`config.mk`:
```
export PLATFORM = sky130hd
export DESIGN_NAME = axi4_arb2
export DESIGN_NICKNAME = d
export VERILOG_FILES = /design/src/rtl/axi4_arb2.sv
export SDC_FILE = /design/constraint.sdc
export NUM_CORES = 1
export LEC_CHECK = 0
export BUFFER_PORTS_ARGS = -buffer_cell sky130_fd_sc_hd__buf_2
export CAP_MARGIN = 15
export CORE_AREA = 2 2 216 218
export DETAILED_ROUTE_END_ITERATION = 12
export DIE_AREA = 0 0 218 220
export HOLD_SLACK_MARGIN = 0.15
export PLACE_DENSITY = 0.31
export SLEW_MARGIN = 20
export SYNTH_ARGS = -nofsm -noshare
export SYNTH_HDL_FRONTEND = slang
export SYNTH_SLANG_ARGS = --single-unit
```
`constraint.sdc`:
```
create_clock -name clk_i -period 2.3 [get_ports clk_i]
set_clock_uncertainty 0.1 [all_clocks]
set_input_delay 0.46 -clock clk_i [delete_from_list [all_inputs] [get_ports clk_i]]
set_output_delay 0.46 -clock clk_i [all_outputs]
set_load 0.02 [all_outputs]
```
`src/rtl/axi4_arb2.sv`:
```
// axi4_arb2: 2:1 AXI4 arbiter sharing one master port between two sources.
// Read (AR) and write (AW+W) are arbitrated independently; B/R responses are
// steered back by ID bit 3, which carries the source index on the way out.
// Outstanding bursts per direction are capped at MAX_OUTSTANDING (1..15).
// Build option: define AXI4_ARB_FIXED_PRIO_EN to make inport0 win every
// contended grant instead of round-robin.
`timescale 1ns/1ps
module axi4_arb2 #(
  parameter int unsigned MAX_OUTSTANDING = 4
) (
  input  logic        clk_i,
  input  logic        rst_ni,
  // inport0
  input  logic        inport0_awvalid_i,
  input  logic [31:0] inport0_awaddr_i,
  input  logic [3:0]  inport0_awid_i,
  input  logic [7:0]  inport0_awlen_i,
  input  logic [1:0]  inport0_awburst_i,
  output logic        inport0_awready_o,
  input  logic        inport0_wvalid_i,
  input  logic [31:0] inport0_wdata_i,
  input  logic [3:0]  inport0_wstrb_i,
  input  logic        inport0_wlast_i,
  output logic        inport0_wready_o,
  output logic        inport0_bvalid_o,
  output logic [1:0]  inport0_bresp_o,
  output logic [3:0]  inport0_bid_o,
  input  logic        inport0_bready_i,
  input  logic        inport0_arvalid_i,
  input  logic [31:0] inport0_araddr_i,
  input  logic [3:0]  inport0_arid_i,
  input  logic [7:0]  inport0_arlen_i,
  input  logic [1:0]  inport0_arburst_i,
  output logic        inport0_arready_o,
  output logic        inport0_rvalid_o,
  output logic [31:0] inport0_rdata_o,
  output logic [1:0]  inport0_rresp_o,
  output logic [3:0]  inport0_rid_o,
  output logic        inport0_rlast_o,
  input  logic        inport0_rready_i,
  // inport1
  input  logic        inport1_awvalid_i,
  input  logic [31:0] inport1_awaddr_i,
  input  logic [3:0]  inport1_awid_i,
  input  logic [7:0]  inport1_awlen_i,
  input  logic [1:0]  inport1_awburst_i,
  output logic        inport1_awready_o,
  input  logic        inport1_wvalid_i,
  input  logic [31:0] inport1_wdata_i,
  input  logic [3:0]  inport1_wstrb_i,
  input  logic        inport1_wlast_i,
  output logic        inport1_wready_o,
  output logic        inport1_bvalid_o,
  output logic [1:0]  inport1_bresp_o,
  output logic [3:0]  inport1_bid_o,
  input  logic        inport1_bready_i,
  input  logic        inport1_arvalid_i,
  input  logic [31:0] inport1_araddr_i,
  input  logic [3:0]  inport1_arid_i,
  input  logic [7:0]  inport1_arlen_i,
  input  logic [1:0]  inport1_arburst_i,
  output logic        inport1_arready_o,
  output logic        inport1_rvalid_o,
  output logic [31:0] inport1_rdata_o,
  output logic [1:0]  inport1_rresp_o,
  output logic [3:0]  inport1_rid_o,
  output logic        inport1_rlast_o,
  input  logic        inport1_rready_i,
  // outport (master side)
  output logic        outport_awvalid_o,
  output logic [31:0] outport_awaddr_o,
  output logic [3:0]  outport_awid_o,
  output logic [7:0]  outport_awlen_o,
  output logic [1:0]  outport_awburst_o,
  input  logic        outport_awready_i,
  output logic        outport_wvalid_o,
  output logic [31:0] outport_wdata_o,
  output logic [3:0]  outport_wstrb_o,
  output logic        outport_wlast_o,
  input  logic        outport_wready_i,
  input  logic        outport_bvalid_i,
  input  logic [1:0]  outport_bresp_i,
  input  logic [3:0]  outport_bid_i,
  output logic        outport_bready_o,
  output logic        outport_arvalid_o,
  output logic [31:0] outport_araddr_o,
  output logic [3:0]  outport_arid_o,
  output logic [7:0]  outport_arlen_o,
  output logic [1:0]  outport_arburst_o,
  input  logic        outport_arready_i,
  input  logic        outport_rvalid_i,
  input  logic [31:0] outport_rdata_i,
  input  logic [1:0]  outport_rresp_i,
  input  logic [3:0]  outport_rid_i,
  input  logic        outport_rlast_i,
  output logic        outport_rready_o
);

`ifdef AXI4_ARB_FIXED_PRIO_EN
  localparam bit RR_EN = 1'b0;
`else
  localparam bit RR_EN = 1'b1;
`endif
  localparam logic [3:0] MAX_CNT = 4'(MAX_OUTSTANDING);

  typedef enum logic {R_IDLE, R_BUSY} rd_state_e;
  typedef enum logic {W_IDLE, W_BUSY} wr_state_e;

  // Source-indexed views of both inports so the muxes below stay compact.
  logic [1:0]       awvalid, wvalid, wlast, arvalid, bready, rready;
  logic [1:0][31:0] awaddr, wdata, araddr;
  logic [1:0][3:0]  awid, arid, wstrb;
  logic [1:0][7:0]  awlen, arlen;
  logic [1:0][1:0]  awburst, arburst;
  logic [1:0]       awready, wready, arready, bvalid, rvalid;

  assign awvalid = {inport1_awvalid_i, inport0_awvalid_i};
  assign awaddr  = {inport1_awaddr_i,  inport0_awaddr_i};
  assign awid    = {inport1_awid_i,    inport0_awid_i};
  assign awlen   = {inport1_awlen_i,   inport0_awlen_i};
  assign awburst = {inport1_awburst_i, inport0_awburst_i};
  assign wvalid  = {inport1_wvalid_i,  inport0_wvalid_i};
  assign wdata   = {inport1_wdata_i,   inport0_wdata_i};
  assign wstrb   = {inport1_wstrb_i,   inport0_wstrb_i};
  assign wlast   = {inport1_wlast_i,   inport0_wlast_i};
  assign bready  = {inport1_bready_i,  inport0_bready_i};
  assign arvalid = {inport1_arvalid_i, inport0_arvalid_i};
  assign araddr  = {inport1_araddr_i,  inport0_araddr_i};
  assign arid    = {inport1_arid_i,    inport0_arid_i};
  assign arlen   = {inport1_arlen_i,   inport0_arlen_i};
  assign arburst = {inport1_arburst_i, inport0_arburst_i};
  assign rready  = {inport1_rready_i,  inport0_rready_i};

  // Inbound id[3] is overwritten with the source index, so it is never read.
  logic unused_id_msb;
  assign unused_id_msb = ^{awid[0][3], awid[1][3], arid[0][3], arid[1][3]};

  // Winner among requesters: the other port on contention (round-robin) or
  // always port 0 (fixed priority); a lone requester wins directly.
  function automatic logic pick(input logic [1:0] req, input logic last);
    if (req == 2'b11) pick = RR_EN ? ~last : 1'b0;
    else              pick = req[1];
  endfunction

  rd_state_e  rd_state_q;
  logic       rd_gnt_q, rd_last_q;
  logic [3:0] rd_cnt_q, rd_cnt_d;
  wr_state_e  wr_state_q;
  logic       wr_gnt_q, wr_last_q, aw_done_q, w_done_q;
  logic [3:0] wr_cnt_q, wr_cnt_d;

  logic rd_busy, wr_busy, ar_hs, aw_hs, wlast_hs, r_done, b_done;
  logic rsel, bsel;

  assign rd_busy = (rd_state_q == R_BUSY);
  assign wr_busy = (wr_state_q == W_BUSY);

  // Master-side request channels are driven only from the latched grant.
  assign outport_arvalid_o = rd_busy & arvalid[rd_gnt_q];
  assign outport_araddr_o  = araddr[rd_gnt_q];
  assign outport_arid_o    = {rd_gnt_q, arid[rd_gnt_q][2:0]};
  assign outport_arlen_o   = arlen[rd_gnt_q];
  assign outport_arburst_o = arburst[rd_gnt_q];

  assign outport_awvalid_o = wr_busy & awvalid[wr_gnt_q] & ~aw_done_q;
  assign outport_awaddr_o  = awaddr[wr_gnt_q];
  assign outport_awid_o    = {wr_gnt_q, awid[wr_gnt_q][2:0]};
  assign outport_awlen_o   = awlen[wr_gnt_q];
  assign outport_awburst_o = awburst[wr_gnt_q];

  assign outport_wvalid_o  = wr_busy & wvalid[wr_gnt_q] & ~w_done_q;
  assign outport_wdata_o   = wdata[wr_gnt_q];
  assign outport_wstrb_o   = wstrb[wr_gnt_q];
  assign outport_wlast_o   = wlast[wr_gnt_q];

  assign ar_hs    = outport_arvalid_o & outport_arready_i;
  assign aw_hs    = outport_awvalid_o & outport_awready_i;
  assign wlast_hs = outport_wvalid_o & outport_wready_i & outport_wlast_o;

  // Responses steer on id[3]; gated by reset so nothing leaks while held in reset.
  assign rsel = outport_rid_i[3];
  assign bsel = outport_bid_i[3];
  assign outport_rready_o = rst_ni & rready[rsel];
  assign outport_bready_o = rst_ni & bready[bsel];
  assign r_done = outport_rvalid_i & outport_rready_o & outport_rlast_i;
  assign b_done = outport_bvalid_i & outport_bready_o;

  for (genvar gi = 0; gi < 2; gi++) begin : g_port
    assign arready[gi] = rd_busy & (rd_gnt_q == 1'(gi)) & outport_arready_i;
    assign awready[gi] = wr_busy & (wr_gnt_q == 1'(gi)) & ~aw_done_q & outport_awready_i;
    assign wready[gi]  = wr_busy & (wr_gnt_q == 1'(gi)) & ~w_done_q & outport_wready_i;
    assign rvalid[gi]  = rst_ni & outport_rvalid_i & (rsel == 1'(gi));
    assign bvalid[gi]  = rst_ni & outport_bvalid_i & (bsel == 1'(gi));
  end

  assign inport0_awready_o = awready[0];
  assign inport1_awready_o = awready[1];
  assign inport0_wready_o  = wready[0];
  assign inport1_wready_o  = wready[1];
  assign inport0_arready_o = arready[0];
  assign inport1_arready_o = arready[1];

  assign inport0_bvalid_o = bvalid[0];
  assign inport1_bvalid_o = bvalid[1];
  assign inport0_bresp_o  = outport_bresp_i;
  assign inport1_bresp_o  = outport_bresp_i;
  assign inport0_bid_o    = {1'b0, outport_bid_i[2:0]};
  assign inport1_bid_o    = {1'b0, outport_bid_i[2:0]};

  assign inport0_rvalid_o = rvalid[0];
  assign inport1_rvalid_o = rvalid[1];
  assign inport0_rdata_o  = outport_rdata_i;
  assign inport1_rdata_o  = outport_rdata_i;
  assign inport0_rresp_o  = outport_rresp_i;
  assign inport1_rresp_o  = outport_rresp_i;
  assign inport0_rid_o    = {1'b0, outport_rid_i[2:0]};
  assign inport1_rid_o    = {1'b0, outport_rid_i[2:0]};
  assign inport0_rlast_o  = outport_rlast_i;
  assign inport1_rlast_o  = outport_rlast_i;

  // Outstanding-burst counters: simultaneous inc and dec cancel out.
  always_comb begin
    rd_cnt_d = rd_cnt_q;
    wr_cnt_d = wr_cnt_q;
    if (ar_hs && !r_done)                        rd_cnt_d = rd_cnt_q + 4'd1;
    else if (!ar_hs && r_done && rd_cnt_q != 0)  rd_cnt_d = rd_cnt_q - 4'd1;
    if (aw_hs && !b_done)                        wr_cnt_d = wr_cnt_q + 4'd1;
    else if (!aw_hs && b_done && wr_cnt_q != 0)  wr_cnt_d = wr_cnt_q - 4'd1;
  end

  // Counter registers.
  always_ff @(posedge clk_i or negedge rst_ni) begin
    if (!rst_ni) begin
      rd_cnt_q <= '0;
      wr_cnt_q <= '0;
    end else begin
      rd_cnt_q <= rd_cnt_d;
      wr_cnt_q <= wr_cnt_d;
    end
  end

  // Read FSM: latch a grant when below the cap, release after the AR handshake.
  always_ff @(posedge clk_i or negedge rst_ni) begin
    if (!rst_ni) begin
      rd_state_q <= R_IDLE;
      rd_gnt_q   <= 1'b0;
      rd_last_q  <= 1'b1;
    end else begin
      case (rd_state_q)
        R_IDLE: if (|arvalid && rd_cnt_q < MAX_CNT) begin
          rd_gnt_q   <= pick(arvalid, rd_last_q);
          rd_last_q  <= pick(arvalid, rd_last_q);
          rd_state_q <= R_BUSY;
        end
        R_BUSY: if (ar_hs) rd_state_q <= R_IDLE;
        default: rd_state_q <= R_IDLE;
      endcase
    end
  end

  // Write FSM: AW and the full W burst complete in either order; the grant is
  // held until both are done so bursts from the two sources never interleave.
  always_ff @(posedge clk_i or negedge rst_ni) begin
    if (!rst_ni) begin
      wr_state_q <= W_IDLE;
      wr_gnt_q   <= 1'b0;
      wr_last_q  <= 1'b1;
      aw_done_q  <= 1'b0;
      w_done_q   <= 1'b0;
    end else begin
      case (wr_state_q)
        W_IDLE: if (|awvalid && wr_cnt_q < MAX_CNT) begin
          wr_gnt_q   <= pick(awvalid, wr_last_q);
          wr_last_q  <= pick(awvalid, wr_last_q);
          aw_done_q  <= 1'b0;
          w_done_q   <= 1'b0;
          wr_state_q <= W_BUSY;
        end
        W_BUSY: begin
          if (aw_hs)    aw_done_q <= 1'b1;
          if (wlast_hs) w_done_q  <= 1'b1;
          if ((aw_done_q || aw_hs) && (w_done_q || wlast_hs)) wr_state_q <= W_IDLE;
        end
        default: wr_state_q <= W_IDLE;
      endcase
    end
  end

endmodule

```
* Yosys cells after proc, flatten, opt, wreduce, memory -nomap -nowiden
Cells that the tools add are included.
** Cells by class
- Order comparisons :: 6
- Bitwise logic cells :: 44
- $add $sub $neg :: 4
- Reductions and logical operators :: 25
- Equal/unequal tests :: 5
- Multiplexer cells :: 49
** Operator list (count)
- $mux W32 :: 6
- $and A1 B1 Y1 :: 34
- $mux W8 :: 4
- $mux W4 :: 6
- $mux W1 :: 21
- $mux W3 :: 4
- $not A1 Y1 :: 10
- $logic_and A1 B1 Y1 :: 9
- $add A4 B1 Y4 const B :: 2
- $lt A1 B2 Y1 const B :: 4
- $lt A4 B3 Y1 const B :: 2
- $mux W2 :: 4
- $pmux W1 S2 :: 4
- $reduce_and A2 Y1 :: 4
- $reduce_bool A4 Y1 :: 2
- $sub A4 B1 Y4 const B :: 2
- $eq A2 B2 Y1 const B :: 2
- $logic_not A1 Y1 :: 4
- $ne A2 B1 Y1 const B :: 2
- $reduce_bool A2 Y1 :: 2
- $reduce_or A2 Y1 :: 2
- $logic_or A1 B1 Y1 :: 2
- $ne A2 B2 Y1 const B :: 1
** Word-level totals
- Register bits after elaboration :: 16
- Output and inout bits :: 234
- Word-level logic and storage cells :: 143
- Input port bits :: 320

* Longest topological paths before layout
- Depth in word-level cells :: 10
- Gate-level depth with buffers :: 9
- Depth with buffers taken out :: 8

* Worst setup path after synthesis
OpenSTA, ideal clock, no wires.
- Kind :: input to register
- Start :: in outport_bid_i[3]
- End :: reg wr_cnt_q[3]
- Path buffers :: 0
- Stages :: 8
- Path slack :: -0.261 ns
- Required time :: 2.076 ns
- Arrival time :: 2.337 ns
- Setup time :: 0.124 ns
- Cell sequence :: mux2_2 a311oi_2 inv_1 ha_1 a21o_1 a2111oi_0 a22oi_1 xnor2_1
** On the way
- Cells in the longest elaborated chain, start to end :: 7
- Elaborated cells between the ends (all ways) :: 10
** RTL lines
- start, declared :: line 83 : input logic [3:0] outport_bid_i,
- $mux W1 (implied by the code) (*) (2 in series) :: line 184 : assign outport_bready_o = rst_ni & bready[bsel];
- $and A1 B1 Y1 (*) :: line 184
- $and A1 B1 Y1 (*) :: line 186 : assign b_done = outport_bvalid_i & outport_bready_o;
- $logic_not A1 Y1 or $logic_and A1 B1 Y1 (tied branches) :: line 227, 228
- $logic_and A1 B1 Y1 (on tied branches) :: line 227, 228
- $mux W4 or $reduce_bool A2 Y1 (tied branches)
- end signal, assigned :: line 238 : wr_cnt_q <= wr_cnt_d;
- end, declared :: line 150 : logic [3:0] wr_cnt_q, wr_cnt_d;
Mark *: on every way between the ends. The rest lies on a longest branch, timed or not. The select of a mux whose other input is x is not followed.
A chain may end at the register's enable or synchronous reset.

* Worst setup path after layout
- Start :: reg wr_gnt_q
- End :: reg wr_cnt_q[3]
** On the way
- Cells in the longest elaborated chain, start to end :: 9
- Elaborated cells between the ends (all ways) :: 11
** RTL lines
- start, declared :: line 149 : logic wr_gnt_q, wr_last_q, aw_done_q, w_done_q;
- start signal, assigned :: line 273 : wr_gnt_q <= pick(awvalid, wr_last_q);
- $mux W1 (implied by the code) (*) (2 in series) :: line 165 : assign outport_awvalid_o = wr_busy & awvalid[wr_gnt_q] & ~aw_done_q;
- $and A1 B1 Y1 (*) (2 in series) :: line 165
- $and A1 B1 Y1 (*) :: line 177 : assign aw_hs = outport_awvalid_o & outport_awready_i;
- $logic_not A1 Y1 :: line 228 : else if (!aw_hs && b_done && wr_cnt_q != 0) wr_cnt_d = wr_cnt_q - 4'd1;
- $logic_and A1 B1 Y1 (2 in series) :: line 228
- $reduce_bool A2 Y1 (no source line)
Marked as above.

==> key figures <==
Run status
  – Status: complete, but fails checks
  – Failing checks: setup timing

STA
  – Hold slack: between 0.2 and 0.25 ns
  – RSZ-0062 raised after global routing: yes
  – Final Max Tran Viols: 0
  – Final setup violating endpoints: 1
  – Fmax achieved: 434 MHz
  – Part of the cycle the worst path needs: 100%
  – Final Hold Viols: 0
  – Final worst slack: -0.00491 ns
  – Period minus WS final: around 2.3 ns

Floorplanning
  – Chip width: approximately 220 µm
  – Row count: about 80
  – Die area: roughly 48000 µm²
  – Top Ports: between 500 and 600
  – Initial core utilization: under 10%
  – Core area: about 46000 µm²
  – DIE HEIGHT: between 200 and 250 µm

Critical path
  – Startpoint Class: register
  – Worst r2r src: wr_gnt_q
  – Setup crit start: wr_gnt_q
  – Critical path data arrival time: 2.35 ns
  – CP Class: register to register
  – Critical Path RT: approximately 2.3 ns
  – Worst Setup End Kind: register
  – CP max FO: 3

Yosys
  – Post-synthesis sequential area ratio: approximately an eighth
  – Largest family of logic cells by synthesized area: multiplexers
  – Compound-Gate Fraction of Synth Area: under 10%
  – Post-synth cell types: 43
  – Post-synth EDFFs: 0
  – Synth area leaders: mux2_2, buf_4, dfrtp_1
  – FF+latch count, synth: 16
  – Xor/xnor share of the synthesized area: about 1.6%
  – Post-synth ARST share: between 90% and 100%
  – Synth top area share: around 45%
  – Post-synthesis mux area share: roughly 47%
  – Post-synthesis adder-cell area fraction: 2.75%
  – Synth Flop Type: dfrtp_1
  – Post-Synth Simple-Gate Area: around 5.7%
  – Mean Syn Cell Area: around 9.5 µm²
  – Post-Syn Area: 3270 µm²
  – Ys Warns: 0
  – Post-Syn Instances: 344
  – Area leader, netlist: mux2_2

Final layout
  – Nets: roughly 1000
  – Share of cells above drive strength 1: 86.4%
  – Core Util, Final: between 10% and 20%
  – Final instance area: approximately 5800 µm²
  – Area grow syn2layout: 78.5%

Clock tree
  – Root Driver: clkbuf_16
  – CTS Sinks: 16
  – Clock-pin transition on the worst setup and hold timing paths: 0.06 ns
  – Clock buffer count from CTS: 3
  – Post-CTS setup buffers: 0
  – H-tree depth: 1
  – Max clock buf depth: 2
  – Clk Latency, worst-skew pair: 0.25 ns
  – CTS tree: yes

Detailed routing
  – Routed vias: 3773
  – 1st-pass router iterations: 4
  – Post-route DRC: 0
  – Drt total wl: ~17000 µm
  – ANT nets after route: 0
  – Avg Vias per Cell: ~2.9
  – DR iter-0 viols: 60
  – WL/cell: ~13 µm

Power
  – Leak Pwr: approximately 2.9 nW
  – Clock Power Share: 7.1%
  – Reg power frac: roughly 11%
  – Combinational power share: 82.0%
  – Max VDD drop: 0.282 mV
  – Internal power: approximately 0.0028 W
  – Power consumption: around 0.0056 W
  – Sw Share: between 40 and 50%
  – PD cells: a little under 1000 nW/µm²
  – P_sw: around 0.0028 W

Place
  – Final Wtd Congestion: roughly 0.74
  – DP HPWL: 14600 µm
  – Number of I/O port buffers: 419
  – Post-DP Area: ~5600 µm²

Flow run
  – Max cap viols: 0

Global routing
  – GRT Residual Overflow: 0
  – Largest net degree at the start of global routing: 50
  – GRT Total Usage: ~6%
  – Initial antenna violation count: 2
  – Vias in the first global route: about 3500
  – First-pass GRT wire length: 21300 µm

Hold path
  – Worst hold path class: input port to async pin
==> metrics by stage <==
step                      cells  TNS (ns)  setup slack [ns]
after floorplan             347   -0.0163           -0.0163
after global placement     1290    -0.362            -0.187
after detailed placement   1290    -0.373            -0.197
after CTS                  1296         0            0.0116
after global routing       1297    -0.156           -0.0890
final                      1298  -0.00491          -0.00491
==> power by group through the flow <==
stage | Clock [W] | Combinational, W | Sequential, W
finish | 0.000401 | 0.00462 | 0.000614
global route | 0.000432 | 0.00500 | 0.000641
CTS | 0.000421 | 0.00462 | 0.000609
detailed placement | 0 | 0.00448 | 0.000604
global placement | 0 | 0.00449 | 0.000616
floorplan | 0 | 0.00317 | 0.000568
==> sequential cells by signal, summed over array words and instances, names as in the netlist <==
name       flops
aw_done_q      1
rd_busy        1
rd_cnt_q       4
rd_gnt_q       1
rd_last_q      1
w_done_q       1
wr_busy        1
wr_cnt_q       4
wr_gnt_q       1
wr_last_q      1
==> layout make-up <==
class / count / area (µm²)
fillers: 5319 / 40000
repair buffers: 446 / 2390
multi-input cells: 216 / 2160
well taps: 607 / 759
flip-flops and latches: 16 / 408
clock buffers: 4 / 88.8
inverters: 8 / 30.0
diodes: 1 / 2.50
==> kinds of logic (layout without fill, tap and decap cells) <==
kind of cell               Yosys count  count (layout)
AOI/OAI and AO/OA                   26              26
xor gates and xnor gates             6               6
adders and majority gates            6               6
buffers and inverters              115             458
DFF                                 16              16
muxes                              137             137
other                                1               5
and+or+nand+nor                     37              37
==> cell usage in the layout, fill, tap and decap left out, drive strengths merged, types with 4 or more instances in the layout <==
cell,count
ha,4
o21ai,8
a21oi,4
clkbuf,5
mux2,134
buf,444
nand2,10
dfrtp,14
inv,8
and3,4
conb,4
nor2,12
==> critical path, stage by stage (launching register included) <==
cell and delay, ns:
dfrtp_4 0.51, mux2i_4 0.21, a311oi_4 0.30, inv_2 0.10, ha_4 0.22, a21o_1 0.18
a2111oi_4 0.36, a22oi_2 0.09, xnor2_1 0.13
==> path summary, 6_finish.rpt <==
| kind | endpoint | cells after the start | slack, ns |
|---|---|---|---|
| min in group clk_i | rd_last_q | 3 | 0.37 |
| max reg2reg | wr_cnt_q[3] | 8 | -0.005 |
| max | wr_cnt_q[3] | 8 | -0.005 |
| min reg2reg | wr_cnt_q[3] | 1 | 0.38 |
| max in group asynchronous | aw_done_q | 3 | 1.31 |
| min | wr_cnt_q[2] | 2 | 0.23 |
==> cells in the mapped netlist, types with 3 or more instances <==
| library cell | number |
|---|---|
| a21o_1 | 3 |
| a21oi_1 | 3 |
| and3_1 | 4 |
| buf_1 | 4 |
| buf_2 | 10 |
| buf_4 | 92 |
| dfrtp_1 | 14 |
| ha_1 | 4 |
| inv_1 | 8 |
| mux2_2 | 130 |
| nand2_1 | 10 |
| nor2_1 | 12 |
| o21ai_0 | 8 |
| xnor2_1 | 3 |
| xor2_1 | 3 |
==> timing repair <==
action                                  4_1_cts  5_1_grt
hold buffers                                  1        0
pin swaps                                     0        5
endpoints found under the setup margin       54        8
endpoints found under the hold margin         1        0
gates cloned                                  1        1
gates resized for setup                       5        8
==> layer usage <==
layer	wire (µm)	vias to the layer above	GRT usage (%)
met4	0	0	0.317
met5	0	-	0
li1	-	1814	-
met1	6940	1730	7.60
met3	1740	0	2.64
met2	7890	229	9.43
No activity file was read; power rests on OpenSTA's default activity.
